==> src/rtl/spi_slave_ctrl_fsm_if.sv <==
// rtl/spi_slave_ctrl_fsm_if.sv - control/status bundle between SPI conditioners, the slave FSM and its datapath
//
// Signals:
//   CS          conditioned chip select, 1 = deselected
//   sclk_rise   one-clock strobe per SPI sclk rising edge
//   read_write  R/W bit from the shift register LSB, 1 = read
//   miso_buff   MISO tri-state enable
//   dm_we       data memory write enable
//   ad_we       address latch write enable
//   sr_we       shift register parallel-load enable
//   addr_inc    address latch increment pulse (burst builds only)
//   busy        a frame is in progress
//   frame_err   one-cycle pulse on an aborted frame
// Modports: slave = the FSM, master = the surrounding logic driving it.

interface spi_slave_ctrl_fsm_if;
    logic CS;
    logic sclk_rise;
    logic read_write;
    logic miso_buff;
    logic dm_we;
    logic ad_we;
    logic sr_we;
    logic addr_inc;
    logic busy;
    logic frame_err;

    modport slave (
        input  CS, sclk_rise, read_write,
        output miso_buff, dm_we, ad_we, sr_we, addr_inc, busy, frame_err
    );

    modport master (
        output CS, sclk_rise, read_write,
        input  miso_buff, dm_we, ad_we, sr_we, addr_inc, busy, frame_err
    );
endinterface

==> src/rtl/spi_slave_ctrl_fsm.sv <==
// rtl/spi_slave_ctrl_fsm.sv - SPI slave frame sequencer driving the address/shift/memory enables
//
// Ports:
//   s_clk    system clock, all logic on its rising edge
//   reset_n  synchronous active-low reset
//   bus      spi_slave_ctrl_fsm_if.slave (CS, sclk_rise, read_write in;
//            miso_buff, dm_we, ad_we, sr_we, addr_inc, busy, frame_err out)
// Parameters:
//   ADDR_W   address bits per command phase
//   DATA_W   data bits per data phase
// Build option:
//   SPI_BURST_EN  when defined, frames carry back-to-back data words with an
//                 address increment between them until CS deasserts.

module spi_slave_ctrl_fsm #(
    parameter  int ADDR_W   = 7,
    parameter  int DATA_W   = 8,
    localparam int CMD_BITS = ADDR_W + 1,
    localparam int MAX_BITS = (CMD_BITS > DATA_W) ? CMD_BITS : DATA_W,
    localparam int CNT_W    = $clog2(MAX_BITS + 1)
) (
    input  logic                 s_clk,
    input  logic                 reset_n,
    spi_slave_ctrl_fsm_if.slave  bus
);

    localparam logic [CNT_W-1:0] CMD_LAST  = CNT_W'(CMD_BITS - 1);
    localparam logic [CNT_W-1:0] DATA_LAST = CNT_W'(DATA_W - 1);

    typedef enum logic [2:0] {
        ST_GET    = 3'd0,
        ST_GOT    = 3'd1,
        ST_READ   = 3'd2,
        ST_READ2  = 3'd3,
        ST_READ3  = 3'd4,
        ST_WRITE  = 3'd5,
        ST_WRITE2 = 3'd6,
        ST_DONE   = 3'd7
    } state_t;

    state_t           state;
    logic [CNT_W-1:0] count;
    logic             frame_err_r;
    logic             clean_idle;
    logic             no_abort;

    // Deselecting from idle or after a completed frame is a normal end.
    assign clean_idle = ((state == ST_GET) && (count == '0)) || (state == ST_DONE);

`ifdef SPI_BURST_EN
    logic addr_inc_r;
    // Sitting on a word boundary in a burst is also a legitimate place to stop.
    assign no_abort = clean_idle ||
                      (((state == ST_WRITE) || (state == ST_READ3)) && (count == '0));
`else
    assign no_abort = clean_idle;
`endif

    always_ff @(posedge s_clk) begin
        if (!reset_n) begin
            state       <= ST_GET;
            count       <= '0;
            frame_err_r <= 1'b0;
`ifdef SPI_BURST_EN
            addr_inc_r  <= 1'b0;
`endif
        end else if (bus.CS) begin
            state       <= ST_GET;
            count       <= '0;
            frame_err_r <= !no_abort;
`ifdef SPI_BURST_EN
            addr_inc_r  <= 1'b0;
`endif
        end else begin
            frame_err_r <= 1'b0;
`ifdef SPI_BURST_EN
            addr_inc_r  <= 1'b0;
`endif
            case (state)
                ST_GET: begin
                    if (bus.sclk_rise) begin
                        if (count == CMD_LAST) begin
                            state <= ST_GOT;
                            count <= '0;
                        end else begin
                            count <= count + 1'b1;
                        end
                    end
                end
                ST_GOT:   state <= bus.read_write ? ST_READ : ST_WRITE;
                ST_READ:  state <= ST_READ2;     // memory read latency slot
                ST_READ2: state <= ST_READ3;
                ST_READ3: begin
                    if (bus.sclk_rise) begin
                        if (count == DATA_LAST) begin
                            count <= '0;
`ifdef SPI_BURST_EN
                            state      <= ST_READ;
                            addr_inc_r <= 1'b1;  // high during the READ that fetches the next word
`else
                            state <= ST_DONE;
`endif
                        end else begin
                            count <= count + 1'b1;
                        end
                    end
                end
                ST_WRITE: begin
                    if (bus.sclk_rise) begin
                        if (count == DATA_LAST) begin
                            count <= '0;
                            state <= ST_WRITE2;
`ifdef SPI_BURST_EN
                            addr_inc_r <= 1'b1;  // coincides with dm_we in WRITE2
`endif
                        end else begin
                            count <= count + 1'b1;
                        end
                    end
                end
                ST_WRITE2: begin
`ifdef SPI_BURST_EN
                    state <= ST_WRITE;
`else
                    state <= ST_DONE;
`endif
                end
                ST_DONE: state <= ST_DONE;
                default: begin
                    state <= ST_GET;
                    count <= '0;
                end
            endcase
        end
    end

    // Moore decode: each enable is high exactly while its state is current.
    assign bus.ad_we     = (state == ST_GOT);
    assign bus.sr_we     = (state == ST_READ2);
    assign bus.miso_buff = (state == ST_READ3);
    assign bus.dm_we     = (state == ST_WRITE2);
    assign bus.busy      = (state != ST_GET) || (count != '0);
    assign bus.frame_err = frame_err_r;
`ifdef SPI_BURST_EN
    assign bus.addr_inc  = addr_inc_r;
`else
    assign bus.addr_inc  = 1'b0;
`endif

endmodule
==> src/flat_wrapper.sv <==
// flat-port wrapper written by rule: the top's interface ports become plain ports
module spi_slave_ctrl_fsm_flat 
#(
    parameter  int ADDR_W   = 7,
    parameter  int DATA_W   = 8,
    localparam int CMD_BITS = ADDR_W + 1,
    localparam int MAX_BITS = (CMD_BITS > DATA_W) ? CMD_BITS : DATA_W,
    localparam int CNT_W    = $clog2(MAX_BITS + 1)
)
  (s_clk, reset_n, bus_CS, bus_sclk_rise, bus_read_write, bus_miso_buff, bus_dm_we, bus_ad_we, bus_sr_we, bus_addr_inc, bus_busy, bus_frame_err);
  spi_slave_ctrl_fsm_if bus_i ();
  input  logic s_clk;
  input  logic reset_n;
  input wire logic [$bits(bus_i.CS)-1:0] bus_CS;
  input wire logic [$bits(bus_i.sclk_rise)-1:0] bus_sclk_rise;
  input wire logic [$bits(bus_i.read_write)-1:0] bus_read_write;
  output wire logic [$bits(bus_i.miso_buff)-1:0] bus_miso_buff;
  output wire logic [$bits(bus_i.dm_we)-1:0] bus_dm_we;
  output wire logic [$bits(bus_i.ad_we)-1:0] bus_ad_we;
  output wire logic [$bits(bus_i.sr_we)-1:0] bus_sr_we;
  output wire logic [$bits(bus_i.addr_inc)-1:0] bus_addr_inc;
  output wire logic [$bits(bus_i.busy)-1:0] bus_busy;
  output wire logic [$bits(bus_i.frame_err)-1:0] bus_frame_err;
  assign bus_i.CS = bus_CS;
  assign bus_i.sclk_rise = bus_sclk_rise;
  assign bus_i.read_write = bus_read_write;
  assign bus_miso_buff = bus_i.miso_buff;
  assign bus_dm_we = bus_i.dm_we;
  assign bus_ad_we = bus_i.ad_we;
  assign bus_sr_we = bus_i.sr_we;
  assign bus_addr_inc = bus_i.addr_inc;
  assign bus_busy = bus_i.busy;
  assign bus_frame_err = bus_i.frame_err;
  spi_slave_ctrl_fsm #(.ADDR_W(ADDR_W), .DATA_W(DATA_W)) u_core (.s_clk(s_clk), .reset_n(reset_n), .bus(bus_i));
endmodule
==> config.mk <==
export PLATFORM = sky130hd
export DESIGN_NAME = spi_slave_ctrl_fsm_flat
export DESIGN_NICKNAME = d
export VERILOG_FILES = /design/src/rtl/spi_slave_ctrl_fsm_if.sv /design/src/rtl/spi_slave_ctrl_fsm.sv /design/src/flat_wrapper.sv
export SDC_FILE = /design/constraint.sdc
export NUM_CORES = 1
export LEC_CHECK = 0
export ABC_AREA = 0
export BUFFER_PORTS_ARGS = -buffer_cell sky130_fd_sc_hd__buf_2
export CAP_MARGIN = 25
export CELL_PAD_IN_SITES_DETAIL_PLACEMENT = 1
export CELL_PAD_IN_SITES_GLOBAL_PLACEMENT = 2
export CORE_ASPECT_RATIO = 1.2
export CORE_MARGIN = 2
export CORE_UTILIZATION = 29
export DETAILED_ROUTE_END_ITERATION = 8
export PLACE_DENSITY = 0.83
export REMOVE_ABC_BUFFERS = 1
export SLEW_MARGIN = 40
export SYNTH_ARGS = -nofsm -noshare
export SYNTH_HDL_FRONTEND = slang
export SYNTH_SLANG_ARGS = --single-unit
==> constraint.sdc <==
create_clock -name s_clk -period 4.1 [get_ports s_clk]
set_input_delay 0.205 -clock s_clk [delete_from_list [all_inputs] [get_ports s_clk]]
set_output_delay 0.205 -clock s_clk [all_outputs]
set_load 0.03 [all_outputs]
==> results.txt, run 1 <==
- The tree is rooted in a sky130_fd_sc_hd__clkbuf_4.
* Category of the worst setup path launch point: flop
- Hold Buf Count CTS: 0
- Final RePlAce weighted congestion: 0.7542
- Final slew viol count: 0
- The worst hold path terminates at u_core.bus.frame_err.
- Ratio of routed vias to standard cells: 5.218
- Power spread over the standard cell area amounts to 287.8 nW/µm².
- The count of buffers added on input and output ports is 10.
- TritonCTS clock tree: yes
* R2R cell count: 4
- Antenna violations before repair: 0
- Post-synthesis cell type with the largest combined area: sky130_fd_sc_hd__dfxtp_1
* Leakage power total: 0.0002179 µW
- Summed over all layers, the routed wires come to 1.136 mm.
- Final worst-path cycle share: 0.3823
- Minimum setup slack among reg-to-reg paths: 2.70 ns
* Synth cell types: 27
- Number of instances resized during post-cts repair: 0
- Worst min-delay path category: input pin to flop
* Unrepaired setup endpoints after global routing: false
- Iter 0 DRT Violations: 3
- Type of the worst setup path: flop to primary output
- Clock-pin slew was measured on the worst setup and hold paths at 0.05 ns.
- Counting along the longest clock path gives a buffer depth of 2.
* Synthesis warning total: 0
- Total via count after detailed routing: 454
- The run finished with clean final reports.
* HPWL Detailed: 917 µm
- The finished cells cover 539.3 µm².
* Area share of the largest cell type after synthesis: 0.3377
* Cell area after placement: 516.7 µm²
- In the final routed layout, each cell accounts on average for 13.06 µm.
- In this run the worst path has a maximum fanout of 9.
* End of the worst register-to-register path: u_core.count[2]
* Data arrival, critical path: 1.36 ns
* Core occupancy in the finished layout: 0.3410
- H-tree Lvls: 1
- Worst-skew pair later-pin latency: 0.26 ns
- Antenna diode instance count: 0
* Count of final hold-check violations: 0
- Data on the critical path is required at its endpoint by 3.89 ns.
- MaxCap Viol Count: 0
- The worst hold path begins at bus_CS.
- Clock skew on the completed layout was measured at 0.004743 ns.
* Overflow after GRT: 0
* FF-to-FF Start: u_core.count[0]
* FP Rows: 16
- Area of all sequential standard cells: 160.2 µm²
- The worst setup path is captured at a primary output.
* Maximum vdd drop: 0.09461 mV
- The completed layout was analyzed and its total power is 155.2 µW.
* Vias in the first global route: 419
- Buffers inserted during clock tree synthesis total 3.
- Area of the multi-input gates: 261.5 µm²
- Minimum clock period after layout: 1.568 ns
- For this run, design rule violations remaining after detail routing come to 0.
- Post-CTS setup buffer count: 0
- Share of cells above drive strength 1: 0.2029
- The die is 48.30 µm tall.
- Hold timing on the final database bottoms out at a slack of 0.2126 ns.
- Counting instances, the worst hold path has a depth of 2.
- The first global-routing pass estimated 1.835 mm of wire.
- Maximum number of pins on one net before global-route repair: 11
* Horizontal extent of the die: 40.92 µm
* Area of the core region: 1582 µm²
* Synthesized area divided by synthesized cell count: 8.037 µm²
- Setup TNS after final layout: 0 ns
- Count of state elements after synthesis: 8
- First-pass iteration count of the detailed router: 4
- For this configuration, the core starts out at a cell density of 0.2998.
- Clock Sink Count: 8
* Area of the mapped netlist: 474.2 µm²
- Post-route antenna net violation count: 0
* Setup violators final: 0
* Total track usage: 0.1495
- Max Freq: 637.9 MHz
- Fill cells in the final layout number 201.
- Total die area: 1976 µm²
* Net count reported at finish: 78
* Sequential cell area fraction in the yosys report: 0.3377
- Number of standard cells after synthesis: 59
- Number of top-level design ports: 12
- Ranked by total cell area, the synthesized netlist is headed by sky130_fd_sc_hd__dfxtp_1, sky130_fd_sc_hd__a21oi_1, sky130_fd_sc_hd__ha_1, sky130_fd_sc_hd__nand3_1, sky130_fd_sc_hd__buf_6.
* Growth of design area from synthesis to finish: 13.72%
## sequential cells by signal, summed over array words and instances, names as in the netlist
| name | flops |
|---|---|
| u_core.state | 3 |
| u_core.bus.frame_err | 1 |
| u_core.count | 4 |
## metal layers
layer | global-route usage | vias up | part of all wire
met5 | 0 | - | 0
met4 | 0.1200 | 0 | 0.026
met3 | 0.02740 | 2 | 0.035
met2 | 0.2438 | 10 | 0.50
met1 | 0.1657 | 217 | 0.43
li1 | - | 225 | -
## worst max-delay path, cell delays in order, from the launching register on
cell and delay, ns:
sky130_fd_sc_hd__dfxtp_1 0.45, sky130_fd_sc_hd__or2b_1 0.35, sky130_fd_sc_hd__nor2_1 0.11, sky130_fd_sc_hd__buf_2 0.20
## kinds of logic after synthesis
group           synth area share
compound gates            0.1451
fa+ha+maj                0.05276
buf+inv                   0.1108
flops                     0.3377
mux                      0.02111
other cells             0.007908
simple gates              0.3246
## worst max-delay path by stage
stage | from | endpoint | slack, ns | depth (start not counted)
6_report | u_core.state[0] | bus_sr_we | 2.53 | 3
2_1_floorplan | u_core.state[1] | bus_dm_we | 2.66 | 2
3_5_place_dp | u_core.count[0] | u_core.count[2] | 2.70 | 4
5_1_grt | u_core.state[0] | bus_sr_we | 2.43 | 3
3_3_place_gp | u_core.count[0] | u_core.count[2] | 2.71 | 4
4_1_cts | u_core.state[0] | bus_sr_we | 2.50 | 3
## final cells by class
cell class	instances	area share
multi-input cells	42	0.4849
flip-flops and latches	8	0.2970
repair buffers	10	0.09281
clock buffers	3	0.04176
inverters	6	0.04176
well taps	18	0.04176
## placed cells by master, fill, tap and decap left out, types with 2 or more instances in the layout
cell type | Yosys | layout
sky130_fd_sc_hd__buf_2 | 0 | 10
sky130_fd_sc_hd__nand2b_1 | 2 | 2
sky130_fd_sc_hd__nor3_1 | 2 | 2
sky130_fd_sc_hd__nand4b_1 | 2 | 2
sky130_fd_sc_hd__nand3_1 | 5 | 5
sky130_fd_sc_hd__clkbuf_4 | 0 | 3
sky130_fd_sc_hd__o31ai_1 | 2 | 2
sky130_fd_sc_hd__o21ai_0 | 3 | 3
sky130_fd_sc_hd__dfxtp_1 | 8 | 8
sky130_fd_sc_hd__nand2_1 | 2 | 2
sky130_fd_sc_hd__nor2_1 | 5 | 5
sky130_fd_sc_hd__a21oi_1 | 5 | 5
sky130_fd_sc_hd__inv_1 | 5 | 5
sky130_fd_sc_hd__ha_1 | 2 | 2
## report_power, final
group / internal [µW] / switching, µW / total (µW)
clock: 33.7 / 29.8 / 63.5
sequential: 78.6 / 0.662 / 79.3
combinational: 4.07 / 8.35 / 12.4
## Yosys cell counts
cell / instances
sky130_fd_sc_hd__dfxtp_1: 8
sky130_fd_sc_hd__a211oi_1: 1
sky130_fd_sc_hd__nand2b_1: 2
sky130_fd_sc_hd__nor2b_1: 1
sky130_fd_sc_hd__mux2i_1: 1
sky130_fd_sc_hd__inv_1: 5
sky130_fd_sc_hd__o21ai_0: 3
sky130_fd_sc_hd__or4_1: 1
sky130_fd_sc_hd__o31ai_1: 2
sky130_fd_sc_hd__a21oi_1: 5
sky130_fd_sc_hd__nand4_1: 1
sky130_fd_sc_hd__nor4_1: 1
sky130_fd_sc_hd__buf_6: 2
sky130_fd_sc_hd__clkinv_1: 1
sky130_fd_sc_hd__or2b_1: 1
sky130_fd_sc_hd__or2_0: 1
sky130_fd_sc_hd__nor2b_4: 1
sky130_fd_sc_hd__nor3_1: 2
sky130_fd_sc_hd__a31oi_1: 1
sky130_fd_sc_hd__and4_1: 1
sky130_fd_sc_hd__nand2_1: 2
sky130_fd_sc_hd__nand4b_1: 2
sky130_fd_sc_hd__nand3_1: 5
sky130_fd_sc_hd__nor2_1: 5
sky130_fd_sc_hd__buf_4: 1
sky130_fd_sc_hd__conb_1: 1
sky130_fd_sc_hd__ha_1: 2
## metrics by stage
stage / setup slack, ns / cells
finish: 2.532 / 87
global route: 2.427 / 87
CTS: 2.505 / 87
detailed placement: 2.700 / 84
global placement: 2.713 / 84
floorplan: 2.658 / 56
Power figures use the tool's default switching activity.
==> run 2, diff against run 1 <==
CORE_UTILIZATION = 24   (was 29)
PLACE_DENSITY = 0.74   (was 0.83)
clock period = 1.42 ns   (was 4.1 ns; I/O delays follow)
==> run 2 against run 1 <==
  * Cell area rose by 5.3%
  * Die area is 19% higher
  * Utilization shrank 3.4 points
  * Largest power group unchanged
  * Highest routed layer unchanged
==> results.txt, run 2 (same netlist as run 1, synthesis figures left out) <==
- Across the VDD grid, the largest voltage drop is 0.3331 mV.
* R2R cell count: 4
- The number of placed instances, taps included, is 86.
- Unrepaired setup endpoints after global routing: false
- Once layout is done, the placed cells without fillers occupy 568.0 µm².
* TritonCTS clock tree: yes
- After the last flow step, the layout net total stands at 79.
- Routability-driven placement finished with a final weighted congestion of 0.7452.
* Status: completed
- Internal power comes to 333.7 µW.
* Filler cell count in the final layout: 228
- Entering global routing, the biggest net connects 10 pins.
* Worst Slack Setup Final: 0.1085 ns
* Total via count after detailed routing: 449
- CP endpoint kind: primary output
- Clock tree root driver cell: sky130_fd_sc_hd__clkbuf_4
* MaxCap Viol Count: 0
- Hold-critical path depth: 2
* Critical-path cell with the highest stage delay: sky130_fd_sc_hd__dfxtp_4
- The number of global-route vias before repair is 466.
* Worst-case clock buffer depth: 2
* Total die area: 2349 µm²
- Portion of total power attributed to sequential cells: 0.522
- Gate power share: 0.082
- For the final database, setup skew stands at 0.003096 ns.
- Type of the worst setup path: flop to primary output
- Summing all flip-flop and latch instances after layout gives 167.7 µm².
- Core occupancy in the finished layout: 0.3070
- Leaving out fill and tap cells, the most frequent cell in the layout is sky130_fd_sc_hd__buf_2.
- Commonest cells after routing, fill and taps aside: sky130_fd_sc_hd__buf_2, sky130_fd_sc_hd__inv_1, sky130_fd_sc_hd__nor2_1, sky130_fd_sc_hd__nand3_1, sky130_fd_sc_hd__a21oi_1
- Net switching fraction of the power: 0.2343
- Number of CTS-inserted buffers: 3
- The setup check on the worst reg-to-reg path leaves a slack of 0.12 ns.
- FP Rows: 17
- The register with the most flip-flops in the final layout is u_core.count.
* Clock Sink Count: 8
* Per-cell routed wire length: 13.20 µm
- In the final layout, the multi-input gates occupy 274.0 µm².
* Data required, critical path: 1.35 ns
- After detailed placement, the total cell area comes to 525.5 µm².
* Worst-skew pair later-pin latency: 0.25 ns
- Post-route antenna net violation count: 0
- Switching power: 102.1 µW
- Derived from the worst setup path, the maximum achievable clock frequency is 762.5 MHz.
- The register with the most flip-flops in the layout has 4 of them.
* First-pass iteration count of the detailed router: 4
- Setup TNS after final layout: 0 ns
- Total track usage: 0.1246
- The hold violation count in the final report is 0.
* Ratio of routed vias to standard cells: 5.045
- The worst register-to-register path ends at u_core.count[2].
* Overall die height: 52.69 µm
* Category of the worst setup path launch point: flop
- Setup violators final: 0
- Input and output buffers added on the ports amount to 10.
- The initial utilization of the core area, before any placement, comes to 0.2563.
- After the first detailed-routing iteration, the DRC count stood at 3.
* CP Max Fanout: 9
- Launching element of the worst setup path: u_core.state[0]
- H-tree Lvls: 1
* HPWL Detailed: 846.1 µm
* Total Wirelength: 1.175 mm
* Final slew viol count: 0
* Number of DRC violations after detailed routing: 0
* Area of the core region: 1851 µm²
- Of the available clock period, the critical path in the final layout requires 0.9236.
* Number of top-level design ports: 12
- The worst hold path begins at bus_CS.
* Clock Power Share: 0.396
- At the worst endpoint, the arrival time is 1.24 ns.
* Largest stage delay on the critical path: 0.39 ns
* Minimum clock period after layout: 1.311 ns
* Power density normalized to cell area: 767.3 nW/µm²
* Hold Buf Count CTS: 0
* Growth of design area from synthesis to finish: 19.79%
- OpenSTA, run right after detailed placement, puts the worst setup slack at 0.04873 ns.
- Chain of cells forming the critical path: or2b_4, nor2_1, buf_2
- The tightest min-delay check is of the input pin to flop type.
* FF-to-FF Start: u_core.count[0]
- Worst-path clk slew: 0.06 ns
- For hold timing, the worst endpoint is u_core.bus.frame_err.
* Antenna diode instance count: 0
- In this run the static leakage power is 0.0002273 µW.
- The die is 44.58 µm wide.
- Final cell count without fillers: 89
* Share of cells above drive strength 1: 0.3143
* Antenna violations before repair: 0
- Overflow after GRT: 0
- The first global-routing pass estimated 2.063 mm of wire.
[run 2: metrics by stage]
| step | total power, µW | hold slack, ns |
|---|---|---|
| after global placement | 269.0 | 0.3345 |
| after global routing | 474.0 | 0.07085 |
| after floorplan | 255.1 | 0.2422 |
| after detailed placement | 269.5 | 0.3487 |
| after CTS | 449.5 | 0.08268 |
| final | 435.8 | 0.08784 |
[run 2: area by class of cell]
type,instances,share of cell area
Multi-Input combinational cell,42,0.4824
Sequential cell,8,0.2952
Timing Repair Buffer,11,0.1013
Tap cell,19,0.04185
Clock buffer,3,0.03965
Inverter,6,0.03965
[run 2: worst max-delay path by stage]
| stage | endpoint | slack (ns) | cells past startpoint |
|---|---|---|---|
| finish | bus_sr_we | 0.11 | 3 |
| global route | bus_dm_we | 0.001 | 4 |
| CTS | bus_ad_we | 0.03 | 3 |
| detailed placement | u_core.count[2] | 0.05 | 4 |
| global placement | u_core.count[2] | 0.10 | 4 |
| floorplan | bus_dm_we | 0.11 | 2 |
[run 2: critical path: cells and delay by family, from the launching register on]
kind	cells	cell delay (ns)
simple gates	2	0.41
buf+inv	1	0.20
flops	1	0.39
[run 2: power groups by stage]
| stage | Sequential (µW) | Combinational [µW] | Clock (µW) |
|---|---|---|---|
| final | 227 | 35.7 | 173 |
| after global routing | 227 | 40.7 | 206 |
| after CTS | 229 | 36.4 | 184 |
| after detailed placement | 234 | 35.7 | 0 |
| after global placement | 233 | 35.5 | 0 |
| after floorplan | 235 | 20.5 | 0 |
[run 2: timing repair]
action                                  CTS  global route
setup buffers                             0             0
endpoints found under the setup margin    2             4
gates resized for setup                   1             7
pin swaps                                 0             1
endpoints found under the hold margin     0             0
[run 2: per-layer routing]
metal	track usage	wire length, µm	vias to the layer above
li1	-	-	228
met1	0.1550	539	205
met2	0.1932	547	12
met3	0.02414	55	4
met4	0.07576	33	0
met5	0	0	-
==> run 3, diff against run 2 <==
CORE_UTILIZATION = 27   (was 24)
PLACE_DENSITY = 0.78   (was 0.74)
clock period = 1.25 ns   (was 1.42 ns; I/O delays follow)
==> run 3 against run 2 <==
  * Power up 18%
  * Utilization rose by 16 points
  * Register-to-register slack worse by 0.08 ns
  * Critical path depth grew 2
  * Wire length increased by 28%
  * Global-route usage grew 2.4 points
  * Combinational power grew 53%
  * Sequential power grew 13%
  * Non-clock buffer count grew 11
  * Hold slack got worse by 0.016 ns
  * Highest routed layer unchanged
==> results.txt, run 3 (same netlist as run 1, synthesis figures left out) <==
- The run finished with clean final reports.
- The share of total power dissipated in sequential elements is 0.496.
- For the worst setup path, the data arrival time is 1.17 ns.
* H-tree Lvls: 1
* Total track usage: 0.1482
- More flip-flops sit in one register than any other, and that register is u_core.count.
* Overall die height: 49.91 µm
- Walking the worst path, the cells encountered are buf_4, inv_2, ha_4, nand3_2, buf_6.
- The number of antenna violations at the first check in global routing is 0.
- Number of top-level design ports: 12
* HPWL Detailed: 994.6 µm
* Power density normalized to cell area: 678.7 nW/µm²
* Hold Path End: u_core.bus.frame_err
- Largest register FFs: 4
- CP Max Fanout: 3
* Core occupancy in the finished layout: 0.4634
- Net switching fraction of the power: 0.2520
- Int Power: 386.2 µW
* Critical hold path startpoint: bus_CS
* Share of cells above drive strength 1: 0.5679
* Worst setup skew after layout: 0.001379 ns
- Worst-skew pair later-pin latency: 0.25 ns
- After clock tree synthesis, the clock-pin slew on the worst setup and hold paths is 0.06 ns.
- For this design, the slowest cell found on the critical path is sky130_fd_sc_hd__dfxtp_2.
* Antenna diode instance count: 0
* Hold-critical path depth: 2
* Post-route antenna net violation count: 0
- Dividing the final minimum period by the clock period gives 0.9837.
- The number of clock buffers added by TritonCTS is 3.
- Vias in the first global route: 525
- The clock passes through at most 2 buffers.
* Ratio of routed vias to standard cells: 5.343
* Maximum vdd drop: 0.2570 mV
- Overflow after GRT: 0
- In this run the power spent charging and discharging nets is 130.1 µW.
- Category of the worst setup path launch point: flop
- First-pass iteration count of the detailed router: 4
- For this configuration, the core starts out at a cell density of 0.2889.
- Final RePlAce weighted congestion: 0.7476
- Total via count after detailed routing: 529
- TritonCTS built the clock tree.
- Total Wirelength: 1.504 mm
- Clock Power Share: 0.398
- The library cell used most frequently in the layout, excluding fill and tap cells, is sky130_fd_sc_hd__buf_4.
- Per-cell routed wire length: 15.19 µm
- The critical path is of the flop to primary output type.
- The hold violation count in the final report was 0.
- Growth of design area from synthesis to finish: 60.42%
- On the worst path, the slowest cell contributes a delay of 0.34 ns.
* Minimum clock period after layout: 1.230 ns
* Total die area: 2109 µm²
- The floorplan has 16 rows.
* Filler cell count in the final layout: 209
* Area of all sequential standard cells: 172.7 µm²
* Unrepaired setup endpoints after global routing: true
* Horizontal extent of the die: 42.26 µm
- MaxCap Viol Count: 0
- In this run, the number of DRC markers left after iteration 0 of detailed routing was 3.
* FF-to-FF Start: u_core.count[0]
- In this run the critical register-to-register path is captured at u_core.count[2].
* Max Freq: 813.2 MHz
* Final slew viol count: 0
- The analysis attributes to cell leakage a power of 0.0003071 µW.
- For this run, design rule violations remaining after detail routing come to 0.
- Minimum setup slack among reg-to-reg paths: 0.04 ns
- The worst hold path belongs to the class input pin to flop.
- Total power for the finished layout comes to 516.3 µW.
- Area of the core region: 1642 µm²
* Setup violators final: 0
- The first global-routing pass estimated 2.346 mm of wire.
- The root buffer cell chosen for the clock tree is sky130_fd_sc_hd__clkbuf_4.
- Area of the multi-input gates: 344.1 µm²
- Gate power share: 0.106
- Clock Sink Count: 8
- Maximum number of pins on one net before global-route repair: 8
- CP endpoint kind: primary output
- Input and output buffers added on the ports amount to 10.
* R2R cell count: 4
- After the last flow step, the layout net total stands at 90.
- Commonest cells after routing, fill and taps aside: sky130_fd_sc_hd__buf_4, sky130_fd_sc_hd__buf_2, sky130_fd_sc_hd__buf_6
* Data required, critical path: 1.19 ns
run 3: cell count changes in the layout (fill, tap and decap cells not counted), moves of 2 or more:
cell / before / now
sky130_fd_sc_hd__dfxtp_1: 4 / 2
sky130_fd_sc_hd__inv_2: 0 / 3
sky130_fd_sc_hd__buf_2: 10 / 5
sky130_fd_sc_hd__inv_1: 5 / 2
sky130_fd_sc_hd__buf_4: 1 / 12
sky130_fd_sc_hd__ha_4: 0 / 2
sky130_fd_sc_hd__buf_6: 0 / 5
sky130_fd_sc_hd__nor2_1: 5 / 3
sky130_fd_sc_hd__nor2_4: 0 / 2
run 3: worst max path at each step:
stage	endpoint	slack [ns]	from
3_5_place_dp	u_core.count[2]	-0.07	u_core.count[0]
2_1_floorplan	bus_dm_we	-0.05	u_core.state[1]
5_1_grt	bus_busy	-0.03	u_core.state[0]
4_1_cts	bus_sr_we	-0.001	u_core.state[0]
6_report	bus_busy	0.02	u_core.count[0]
3_3_place_gp	u_core.count[2]	-0.02	u_core.count[0]
run 3: stage by stage:
stage          hold slack (ns)  std cells  worst slack (ns)    TNS, ns  instance area (µm²)
6_report               0.07188         99           0.02034          0                760.7
3_3_place_gp            0.3251         91          -0.02193   -0.02193                569.3
5_1_grt                0.08223         99          -0.02937    -0.1090                760.7
3_5_place_dp            0.3330         91          -0.06915   -0.06915                569.3
2_1_floorplan           0.2337         56          -0.04936    -0.1206                444.2
4_1_cts                0.06568         96         -0.001465  -0.001465                685.7
run 3: power groups by stage:
stage | clock network, µW | logic [µW] | registers (µW)
global placement | 0 | 46.3 | 264
floorplan | 0 | 23.2 | 267
CTS | 214 | 53.9 | 256
finish | 206 | 54.7 | 256
global route | 232 | 60.2 | 256
detailed placement | 0 | 47.2 | 265
run 3: final cells by class:
| cell class | count | share of cell area |
|---|---|---|
| multi-input combinational | 42 | 0.4523 |
| timing repair buffer | 22 | 0.2253 |
| inverter | 6 | 0.03618 |
| tap | 18 | 0.02961 |
| clock buffer | 3 | 0.02961 |
| sequential | 8 | 0.2270 |
run 3: timing repair:
item | in CTS | in global routing
resized for setup | 23 | 17
setup buffers | 2 | 3
hold buffers | 0 | 0
pin swaps | 3 | 6
endpoints found under the setup margin | 6 | 7
run 3: metal layers:
metal	vias to the layer above	routed length [µm]	part of all wire	track usage
li1	251	-	-	-
met1	256	582	0.39	0.1567
met3	4	59	0.039	0.03297
met4	0	13	0.0086	0.04688
met5	-	0	0	0
met2	18	848	0.56	0.2821
run 3: critical path: cells and delay by family, from the launching register on:
family / cells / cell delay (ns)
adders and majority gates: 1 / 0.13
buffers and inverters: 3 / 0.37
DFF: 1 / 0.34
and+or+nand+nor: 1 / 0.08
